==> config.mk <==
export PLATFORM = sky130hd
export DESIGN_NAME = psync_sched_flat
export DESIGN_NICKNAME = d
export VERILOG_FILES = /design/src/rtl/psync_sched_pkg.sv /design/src/rtl/psync_sched_if.sv /design/src/rtl/psync_rr_arb.sv /design/src/rtl/psync_sched.sv /design/src/flat_wrapper.sv
export SDC_FILE = /design/constraint.sdc
export NUM_CORES = 1
export LEC_CHECK = 0
export CELL_PAD_IN_SITES_DETAIL_PLACEMENT = 1
export CELL_PAD_IN_SITES_GLOBAL_PLACEMENT = 2
export CORE_UTILIZATION = 37
export CTS_CLUSTER_DIAMETER = 150
export DETAILED_ROUTE_END_ITERATION = 8
export GPL_TIMING_DRIVEN = 0
export PLACE_DENSITY_LB_ADDON = 0.1
export SLEW_MARGIN = 20
export SYNTH_ARGS = -nofsm -noshare
export SYNTH_HDL_FRONTEND = slang
export SYNTH_SLANG_ARGS = --single-unit
==> constraint.sdc <==
create_clock -name sys_clk -period 3.4 [get_ports sys_clk]
set_clock_uncertainty 0.2 [all_clocks]
set_input_delay 0.68 -clock sys_clk [delete_from_list [all_inputs] [get_ports sys_clk]]
set_output_delay 0.68 -clock sys_clk [all_outputs]
set_load 0.005 [all_outputs]
==> src/rtl/psync_sched_pkg.sv <==
// rtl/psync_sched_pkg.sv - shared types and helpers for the psync scheduler
// Contents:
//   state_t  scheduler FSM states
//   ch_w     width of a channel index for n channels
//   GAP_W    width of the hold down-counter; GAP may be up to 2**GAP_W
package psync_sched_pkg;

    typedef enum logic [1:0] {
        IDLE  = 2'd0,
        ISSUE = 2'd1,
        HOLD  = 2'd2
    } state_t;

    function automatic int ch_w(input int n);
        return (n < 2) ? 1 : $clog2(n);
    endfunction

    localparam int GAP_W = 8;

endpackage

==> src/rtl/psync_sched_if.sv <==
// rtl/psync_sched_if.sv - request/pulse bundle between event sources and the scheduler
// Signals:
//   req      per-channel event pulses
//   ovf_clr  one-cycle strobe clearing all ovf bits
//   o        one-cycle pulse toward the psync input
//   o_ch     channel of the last issued pulse
//   pending  bit k = channel k has queued events
//   ovf      sticky per-channel lost-event flags
// Modports: master = event-source side, slave = scheduler side.
interface psync_sched_if #(
    parameter int N_CH = 4
);
    localparam int W = psync_sched_pkg::ch_w(N_CH);

    logic [N_CH-1:0] req;
    logic            ovf_clr;
    logic            o;
    logic [W-1:0]    o_ch;
    logic [N_CH-1:0] pending;
    logic [N_CH-1:0] ovf;

    modport master (
        output req, ovf_clr,
        input  o, o_ch, pending, ovf
    );

    modport slave (
        input  req, ovf_clr,
        output o, o_ch, pending, ovf
    );
endinterface

==> src/rtl/psync_rr_arb.sv <==
// rtl/psync_rr_arb.sv - combinational first-set-at-or-after-pointer picker
// Ports:
//   mask       in  candidate channels
//   ptr        in  channel searched first; search wraps past N_CH-1 to 0
//   gnt_valid  out some mask bit is set
//   gnt_idx    out chosen channel (0 when gnt_valid=0)
module psync_rr_arb #(
    parameter int N_CH = 4,
    parameter int W    = 2
) (
    input  logic [N_CH-1:0] mask,
    input  logic [W-1:0]    ptr,
    output logic            gnt_valid,
    output logic [W-1:0]    gnt_idx
);

    int         j;
    logic [W-1:0] idx;

    // Walk offsets from farthest to nearest so the closest set bit is the last written.
    always_comb begin
        gnt_valid = 1'b0;
        gnt_idx   = '0;
        j         = 0;
        idx       = '0;
        for (int i = N_CH - 1; i >= 0; i--) begin
            j = int'(ptr) + i;
            if (j >= N_CH) begin
                j = j - N_CH;
            end
            idx = W'(j);
            if (mask[idx]) begin
                gnt_valid = 1'b1;
                gnt_idx   = idx;
            end
        end
    end

endmodule

==> src/rtl/psync_sched.sv <==
// rtl/psync_sched.sv - round-robin pulse scheduler feeding one shared psync input
// Ports:
//   sys_clk    source-domain clock
//   sys_rst_n  asynchronous active-low reset
//   bus        psync_sched_if.slave: req/ovf_clr in; o/o_ch/pending/ovf out
// Parameters: N_CH channels, CNT_W pending-counter width, GAP min cycles between pulses (>=2).
// Build option PSYNC_SCHED_PRIO_EN: channel 0 always wins a decision when it has
// pending events; channels 1..N_CH-1 share round-robin among themselves.
module psync_sched
    import psync_sched_pkg::*;
#(
    parameter int N_CH  = 4,
    parameter int CNT_W = 4,
    parameter int GAP   = 4
) (
    input  logic         sys_clk,
    input  logic         sys_rst_n,
    psync_sched_if.slave bus
);

    localparam int W = ch_w(N_CH);
    localparam logic [CNT_W-1:0] CNT_MAX = '1;

    state_t             state, state_nxt;
    logic [CNT_W-1:0]   cnt [N_CH];
    logic [N_CH-1:0]    nz;
    logic [N_CH-1:0]    dec;
    logic [N_CH-1:0]    ovf_q;
    logic [W-1:0]       ptr;
    logic [W-1:0]       o_ch_q;
    logic [GAP_W-1:0]   hold_cnt;

    logic [N_CH-1:0]    arb_mask;
    logic               arb_valid;
    logic [W-1:0]       arb_idx;
    logic               sel_valid;
    logic [W-1:0]       sel_idx;
    logic               adv_ptr;
    logic               decide;
    logic               take;

    always_comb begin
        for (int k = 0; k < N_CH; k++) begin
            nz[k]  = (cnt[k] != '0);
            // The issued channel is consumed during its ISSUE cycle.
            dec[k] = (state == ISSUE) && (o_ch_q == W'(k));
        end
    end

`ifdef PSYNC_SCHED_PRIO_EN
    assign arb_mask  = nz & ~N_CH'(1);
    assign sel_valid = nz[0] | arb_valid;
    assign sel_idx   = nz[0] ? '0 : arb_idx;
    assign adv_ptr   = ~nz[0];
`else
    assign arb_mask  = nz;
    assign sel_valid = arb_valid;
    assign sel_idx   = arb_idx;
    assign adv_ptr   = 1'b1;
`endif

    psync_rr_arb #(
        .N_CH (N_CH),
        .W    (W)
    ) u_arb (
        .mask      (arb_mask),
        .ptr       (ptr),
        .gnt_valid (arb_valid),
        .gnt_idx   (arb_idx)
    );

    always_comb begin
        state_nxt = state;
        decide    = 1'b0;
        case (state)
            IDLE: begin
                decide = 1'b1;
                if (sel_valid) begin
                    state_nxt = ISSUE;
                end
            end
            ISSUE: begin
                state_nxt = HOLD;
            end
            HOLD: begin
                // Decide in the last HOLD cycle so back-to-back pulses are exactly GAP apart.
                if (hold_cnt == '0) begin
                    decide    = 1'b1;
                    state_nxt = sel_valid ? ISSUE : IDLE;
                end
            end
            default: begin
                state_nxt = IDLE;
            end
        endcase
    end

    assign take = decide & sel_valid;

    always_ff @(posedge sys_clk or negedge sys_rst_n) begin
        if (!sys_rst_n) begin
            state    <= IDLE;
            hold_cnt <= '0;
            o_ch_q   <= '0;
            ptr      <= '0;
        end else begin
            state <= state_nxt;
            if (state == ISSUE) begin
                hold_cnt <= GAP_W'(GAP - 2);
            end else if ((state == HOLD) && (hold_cnt != '0)) begin
                hold_cnt <= hold_cnt - GAP_W'(1);
            end
            if (take) begin
                o_ch_q <= sel_idx;
                if (adv_ptr) begin
                    ptr <= (sel_idx == W'(N_CH - 1)) ? '0 : sel_idx + W'(1);
                end
            end
        end
    end

    always_ff @(posedge sys_clk or negedge sys_rst_n) begin
        if (!sys_rst_n) begin
            for (int k = 0; k < N_CH; k++) begin
                cnt[k] <= '0;
            end
            ovf_q <= '0;
        end else begin
            for (int k = 0; k < N_CH; k++) begin
                if (bus.req[k] && !dec[k]) begin
                    if (cnt[k] != CNT_MAX) begin
                        cnt[k] <= cnt[k] + CNT_W'(1);
                    end
                end else if (!bus.req[k] && dec[k]) begin
                    cnt[k] <= cnt[k] - CNT_W'(1);
                end
                // A loss in the clear cycle must still be reported.
                if (bus.req[k] && !dec[k] && (cnt[k] == CNT_MAX)) begin
                    ovf_q[k] <= 1'b1;
                end else if (bus.ovf_clr) begin
                    ovf_q[k] <= 1'b0;
                end
            end
        end
    end

    assign bus.o       = (state == ISSUE);
    assign bus.o_ch    = o_ch_q;
    assign bus.pending = nz;
    assign bus.ovf     = ovf_q;

endmodule

==> src/flat_wrapper.sv <==
// flat-port wrapper written by rule: the top's interface ports become plain ports
module psync_sched_flat import psync_sched_pkg::*;
#(
    parameter int N_CH  = 4,
    parameter int CNT_W = 4,
    parameter int GAP   = 4
)
  (sys_clk, sys_rst_n, bus_req, bus_ovf_clr, bus_o, bus_o_ch, bus_pending, bus_ovf);
  psync_sched_if #(.N_CH(N_CH)) bus_i ();
  input  logic sys_clk;
  input  logic sys_rst_n;
  input wire logic [$bits(bus_i.req)-1:0] bus_req;
  input wire logic [$bits(bus_i.ovf_clr)-1:0] bus_ovf_clr;
  output wire logic [$bits(bus_i.o)-1:0] bus_o;
  output wire logic [$bits(bus_i.o_ch)-1:0] bus_o_ch;
  output wire logic [$bits(bus_i.pending)-1:0] bus_pending;
  output wire logic [$bits(bus_i.ovf)-1:0] bus_ovf;
  assign bus_i.req = bus_req;
  assign bus_i.ovf_clr = bus_ovf_clr;
  assign bus_o = bus_i.o;
  assign bus_o_ch = bus_i.o_ch;
  assign bus_pending = bus_i.pending;
  assign bus_ovf = bus_i.ovf;
  psync_sched #(.N_CH(N_CH), .CNT_W(CNT_W), .GAP(GAP)) u_core (.sys_clk(sys_clk), .sys_rst_n(sys_rst_n), .bus(bus_i));
endmodule
Yosys cells after proc, flatten, opt, wreduce, memory -nomap -nowiden. Cells that the tools add are included.

Memory bits (writable): 0. Bits in latches: 0. Bits in read-only memories: 0. Input bits: 7. Memories kept: 0. Output and inout port bits: 11. Word-level logic and storage cells: 151. Bits in registers: 34.

Magnitude comparators: 8. Reduce and logical (&&, ||, !) cells: 47. Bitwise operators: 1. Equality and inequality tests: 20. Multipliers: 0. Divide/modulo/power cells: 0. Multiplexer cells: 46. Shift operators: 0. Add/subtract/negate cells: 17.

Operators by type and width (number): $mux W4 (12); $mux W2 (11); $reduce_bool A2 Y1 (9); $logic_and A1 B1 Y1 (17); $add A4 B1 Y4 const B (4); $eq A4 B4 Y1 const B (4); $mux W8 (2); $ne A4 B4 Y1 const B (4); $reduce_bool A4 Y1 (4); $sub A4 B1 Y4 const B (4); $mux W1 (15); $lt A2 B3 Y1 const B (4); $reduce_and A2 Y1 (5); $ge A3 B3 Y1 const B (3); $bmux W1 S2 (4); $eq A2 B2 Y1 const B (4); $logic_not A1 Y1 (8); $logic_not A8 Y1 (1); $reduce_bool A8 Y1 (1); $sub A2 B1 Y2 const B (4); $sub A8 B1 Y8 const B (1); $add A2 B2 Y3 const B (2); $ne A2 B1 Y1 const B (3); $ne A2 B2 Y1 const B (3); other kinds (8) (10).

Depth between registers and ports, before layout.
Depth after elaboration: 12. Gate-level depth with buffers: 7.

Modules after synthesis. Synthesis repeated with hierarchy kept, for this count alone.

Cell total of the unflattened synthesis: 180. Area total of the unflattened synthesis: 1979.4 µm².

By module, submodules not included: psync_sched (instances 1, area an instance 1901.8 µm², cells an instance 167); psync_rr_arb (instances 1, area an instance 77.6 µm², cells an instance 13).

Worst setup path after synthesis. OpenSTA, ideal clock, no wires.

Path type: register to register. From: register u_core.state[1]. To: register u_core.cnt[15] (netlist name). Clock period less this slack: 2.456 ns. Cell stages (with the launch flop): 8. Slack: 0.944 ns. Arrival: 2.177 ns. Cell sequence: dfrtp_1 or4b_2 nand2_1 ha_1 a21o_1 a21oi_1 mux2i_1 xor2_1.

Cells in the longest elaborated chain, start to end: 6. Elaborated cells between the ends (all ways): 9. Classes of those cells: 2 x eq/ne; 1 x mux; 6 x reduce/logical.

RTL lines: start: declaration (RTL line psync_sched.sv:24) `state_t state, state_nxt;`; start signal: assignment (RTL line psync_sched.sv:107) `state <= state_nxt;`; $eq A2 B1 Y1 * (RTL line psync_sched.sv:46) `dec[k] = (state == ISSUE) && (o_ch_q == W'(k));`; $logic_and A1 B1 Y1 * (RTL line psync_sched.sv:46); $logic_not A1 Y1 (RTL line psync_sched.sv:130) `if (bus.req[k] && !dec[k]) begin`; $logic_and A1 B1 Y1 (RTL line psync_sched.sv:130); $ne A2 B2 Y1 (no line) / $reduce_bool A2 Y1 (equally long branches); $reduce_and A2 Y1 (no line); end signal: indexed assignment (RTL line psync_sched.sv:132) `cnt[k] <= cnt[k] + CNT_W'(1);`; end signal: indexed assignment (RTL line psync_sched.sv:135) `cnt[k] <= cnt[k] - CNT_W'(1);`; end: declaration (RTL line psync_sched.sv:25) `logic [CNT_W-1:0] cnt [N_CH];`.

Every way passes the cells marked *; elsewhere a longest branch is shown, timed or not. A chain may end at the register's enable or synchronous reset.

Final worst setup path.
From: register u_core.cnt[4] (netlist name). To: output port bus_pending[2].

Cells in the longest elaborated chain, start to end: 1.

RTL lines: $reduce_bool A4 Y1 (RTL line psync_sched.sv:44) `nz[k] = (cnt[k] != '0);`; end: declaration (RTL line flat_wrapper.sv:16) `output wire logic [$bits(bus_i.pending)-1:0] bus_pending;`.

Every way passes these cells.

==> flow_metrics.py <==
metrics = {
    "status": {
        "outcome": "finished, final reports clean",
    },
    "sta": {
        "rsz0062_at_grt": "no",
        "period_needed_ns": 3.09,
        "setup_ws_ns": 0.308,
        "fmax_mhz": 323,
        "finalHoldViolCount": 0,
        "worst_slew_pin_slew_ns": 0.997,
        "fin_crit_sh_pct": 90.9,
        "relSlewSlack_pct": 32.9,
        "whs_ns": 0.118,
        "finalSetupViolations": 0,
        "final-max-slew-violation-count": 0,
        "tns_ns": 0,
    },
    "routing": {
        "ant_nets": 0,
        "drt-initial-drc-count": 46,
        "wl_microns": 4160,
        "dr.pass1.iters": 4,
        "via_per_inst": 5.25,
        "drc": 0,
        "wl_per_cell_microns": 15.1,
        "vias": 1448,
    },
    "setup_path": {
        "worst-path-buf-inv": 2,
        "r2r_slack_ns": 0.66,
        "critPathLaunchType": "flip-flop",
        "rr_startpoint": "u_core.cnt[4]",
        "crit_type": "reg -> out",
        "critPathTopFamily": "simple AND/OR/NAND/NOR gates",
        "endpoint_kind": "primary output",
        "cp.arrival_ns": 2.21,
        "reg2reg_depth": 5,
        "crit_slowest_cell": "nor4_1",
        "path_cells": "nor4_1, inv_1, clkdlybuf4s50_1",
        "critPathMaxFanout": 6,
        "max_stage_delay_ns": 0.87,
        "rr_endpoint": "u_core.ptr[1]",
        "worstPathRequired_ns": 2.52,
        "cp.depth": 3,
    },
    "logic_synthesis": {
        "synth_top_area_cell": "dfrtp_1",
        "synth_cell_types": 39,
        "synth.avg_cell_area_sq_um": 10.9,
        "synth_nets": 202,
        "netlist_instances": 180,
        "yosysWarnings": 0,
        "synthTopCellsByCount": "dfrtp_1, xor2_1, inv_1",
        "ys_async_sr_fraction_pct": 100,
        "synth_area_leaders": "dfrtp_1, ha_1, mux2_2",
        "synth_edf_count": 0,
        "synth_area_sq_um": 1960,
        "yosysSeqAreaShare_pct": 43.5,
        "ys_ff_latch": 34,
        "ys.flop_type": "dfrtp_1",
        "synth_top_cell_area_share_pct": 43.5,
        "synth.most_common_cell": "dfrtp_1",
    },
    "layout": {
        "syn_to_final_growth_pct": 19.0,
        "final_nets": 227,
        "fin_area_sq_um": 2330,
        "final_layout_size_suffix_gt1_share_pct": 14.1,
        "num-fill-cells": 566,
        "diodes": 0,
        "instances_no_fill": 276,
    },
    "clock_network": {
        "numClockSinks": 34,
        "cts_buffer_depth": 2,
        "cts_hold_buf": 0,
        "cts_setup_buffers": 0,
        "clk_pin_slew_ns": 0.07,
        "cts_tree": "yes",
        "post_cts_resized": 0,
        "root_buffer": "clkbuf_8",
        "clkLatencyLatePin_ns": 0.28,
        "numCtsBuffers": 5,
        "htreeDepth": 2,
    },
    "placed_design": {
        "pre_cts_ws_ns": 0.621,
        "gp_congestion": 0.731,
        "hpwl_microns": 3230,
        "place_area_sq_um": 2240,
        "dp.cells": 268,
        "numPortBuffers": 17,
    },
    "grt": {
        "grt_pass1_wl_microns": 7040,
        "antenna_found_initial": 0,
        "grt_pass1_vias": 1487,
        "gr-usage-all-layers_pct": 17.0,
        "grt.overflow.total": 0,
        "grt_start_max_net_pins": 20,
    },
    "pwr": {
        "power.leakage_nw": 1.01,
        "peakVddDrop_uv": 325,
        "power_density_nw_per_um2": 958,
    },
    "worst_hold_path": {
        "hold_path_class": "in -> async",
    },
    "floorplan": {
        "dieHeight_microns": 74.7,
        "die_area_sq_um": 5580,
        "initial_core_util_pct": 38.3,
        "core-area_sq_um": 5110,
        "rows": 26,
        "die_width_microns": 74.7,
        "ios": 18,
    },
    "flow_run": {
        "max-cap-violations": 0,
    },
}
## report_power, final
part | leakage, nW | internal (mW) | switching [mW]
clock network | 0.0482 | 0.163 | 0.145
registers | 0.418 | 0.599 | 0.235
logic | 0.545 | 0.579 | 0.510
## cells by family after synthesis
kind of cell | after synthesis | share of synthesized area [%]
buffers and inverters | 14 | 3.07
AND/OR/NAND/NOR | 54 | 17.0
multiplexers | 15 | 8.38
AO/OA/AOI/OAI | 34 | 10.7
flip-flops | 34 | 43.5
XOR/XNOR | 14 | 6.27
adder cells (fa/ha/maj) | 15 | 11.1
## area by class of cell
cell class              instances  area (sq um)  area share, %
repair buffers                 18           193           8.28
well taps                      70          87.6           3.76
clock inverters                 1          5.00          0.215
flip-flops and latches         34           851           36.5
plain buffers                   1          11.3          0.484
clock buffers                   7          86.3           3.71
multi-input cells             132          1050           44.9
inverters                      13          48.8           2.10
## cells in the final DEF (no fill, tap or decap), drive strengths merged, types with 5 or more instances in the layout
cell / n
o21ai: 10
ha: 11
clkdlybuf4s50: 16
a21oi: 9
nand2: 11
nor4: 5
nor2: 5
inv: 12
xor2: 14
dfrtp: 34
mux2: 11
clkbuf: 7
nand3: 6
## layer usage
layer	wire [microns]	track usage, %	vias to the layer above
met1	2010	22.0	712
met3	124	4.02	7
li1	-	-	707
met2	1960	27.2	22
met5	0	0	-
met4	75	7.34	0
## through the flow
step           util [%]  power (mW)
2_1_floorplan         -        1.60
3_3_place_gp       43.4        1.86
3_5_place_dp       43.8        1.94
4_1_cts            45.6        2.26
5_1_grt            45.6        2.44
6_report           45.6        2.23
## how the worst max path moves through the flow
| stage | from | endpoint | slack [ns] |
|---|---|---|---|
| after floorplan | u_core.state[1] | u_core.cnt[15] | 0.94 |
| after global placement | u_core.cnt[4] | bus_pending[2] | 0.69 |
| after detailed placement | u_core.cnt[4] | bus_pending[2] | 0.62 |
| after CTS | u_core.cnt[4] | bus_pending[2] | 0.31 |
| after global routing | u_core.cnt[4] | bus_pending[2] | 0.18 |
| final | u_core.cnt[4] | bus_pending[2] | 0.31 |
## state kept, by name, indices dropped and copies added (netlist names)
signal and count:
u_core.bus.ovf 4, u_core.bus.o_ch 2, u_core.state 2, u_core.ptr 2, u_core.cnt 16, u_core.hold_cnt 8
No activity file was read; power rests on OpenSTA's default activity.
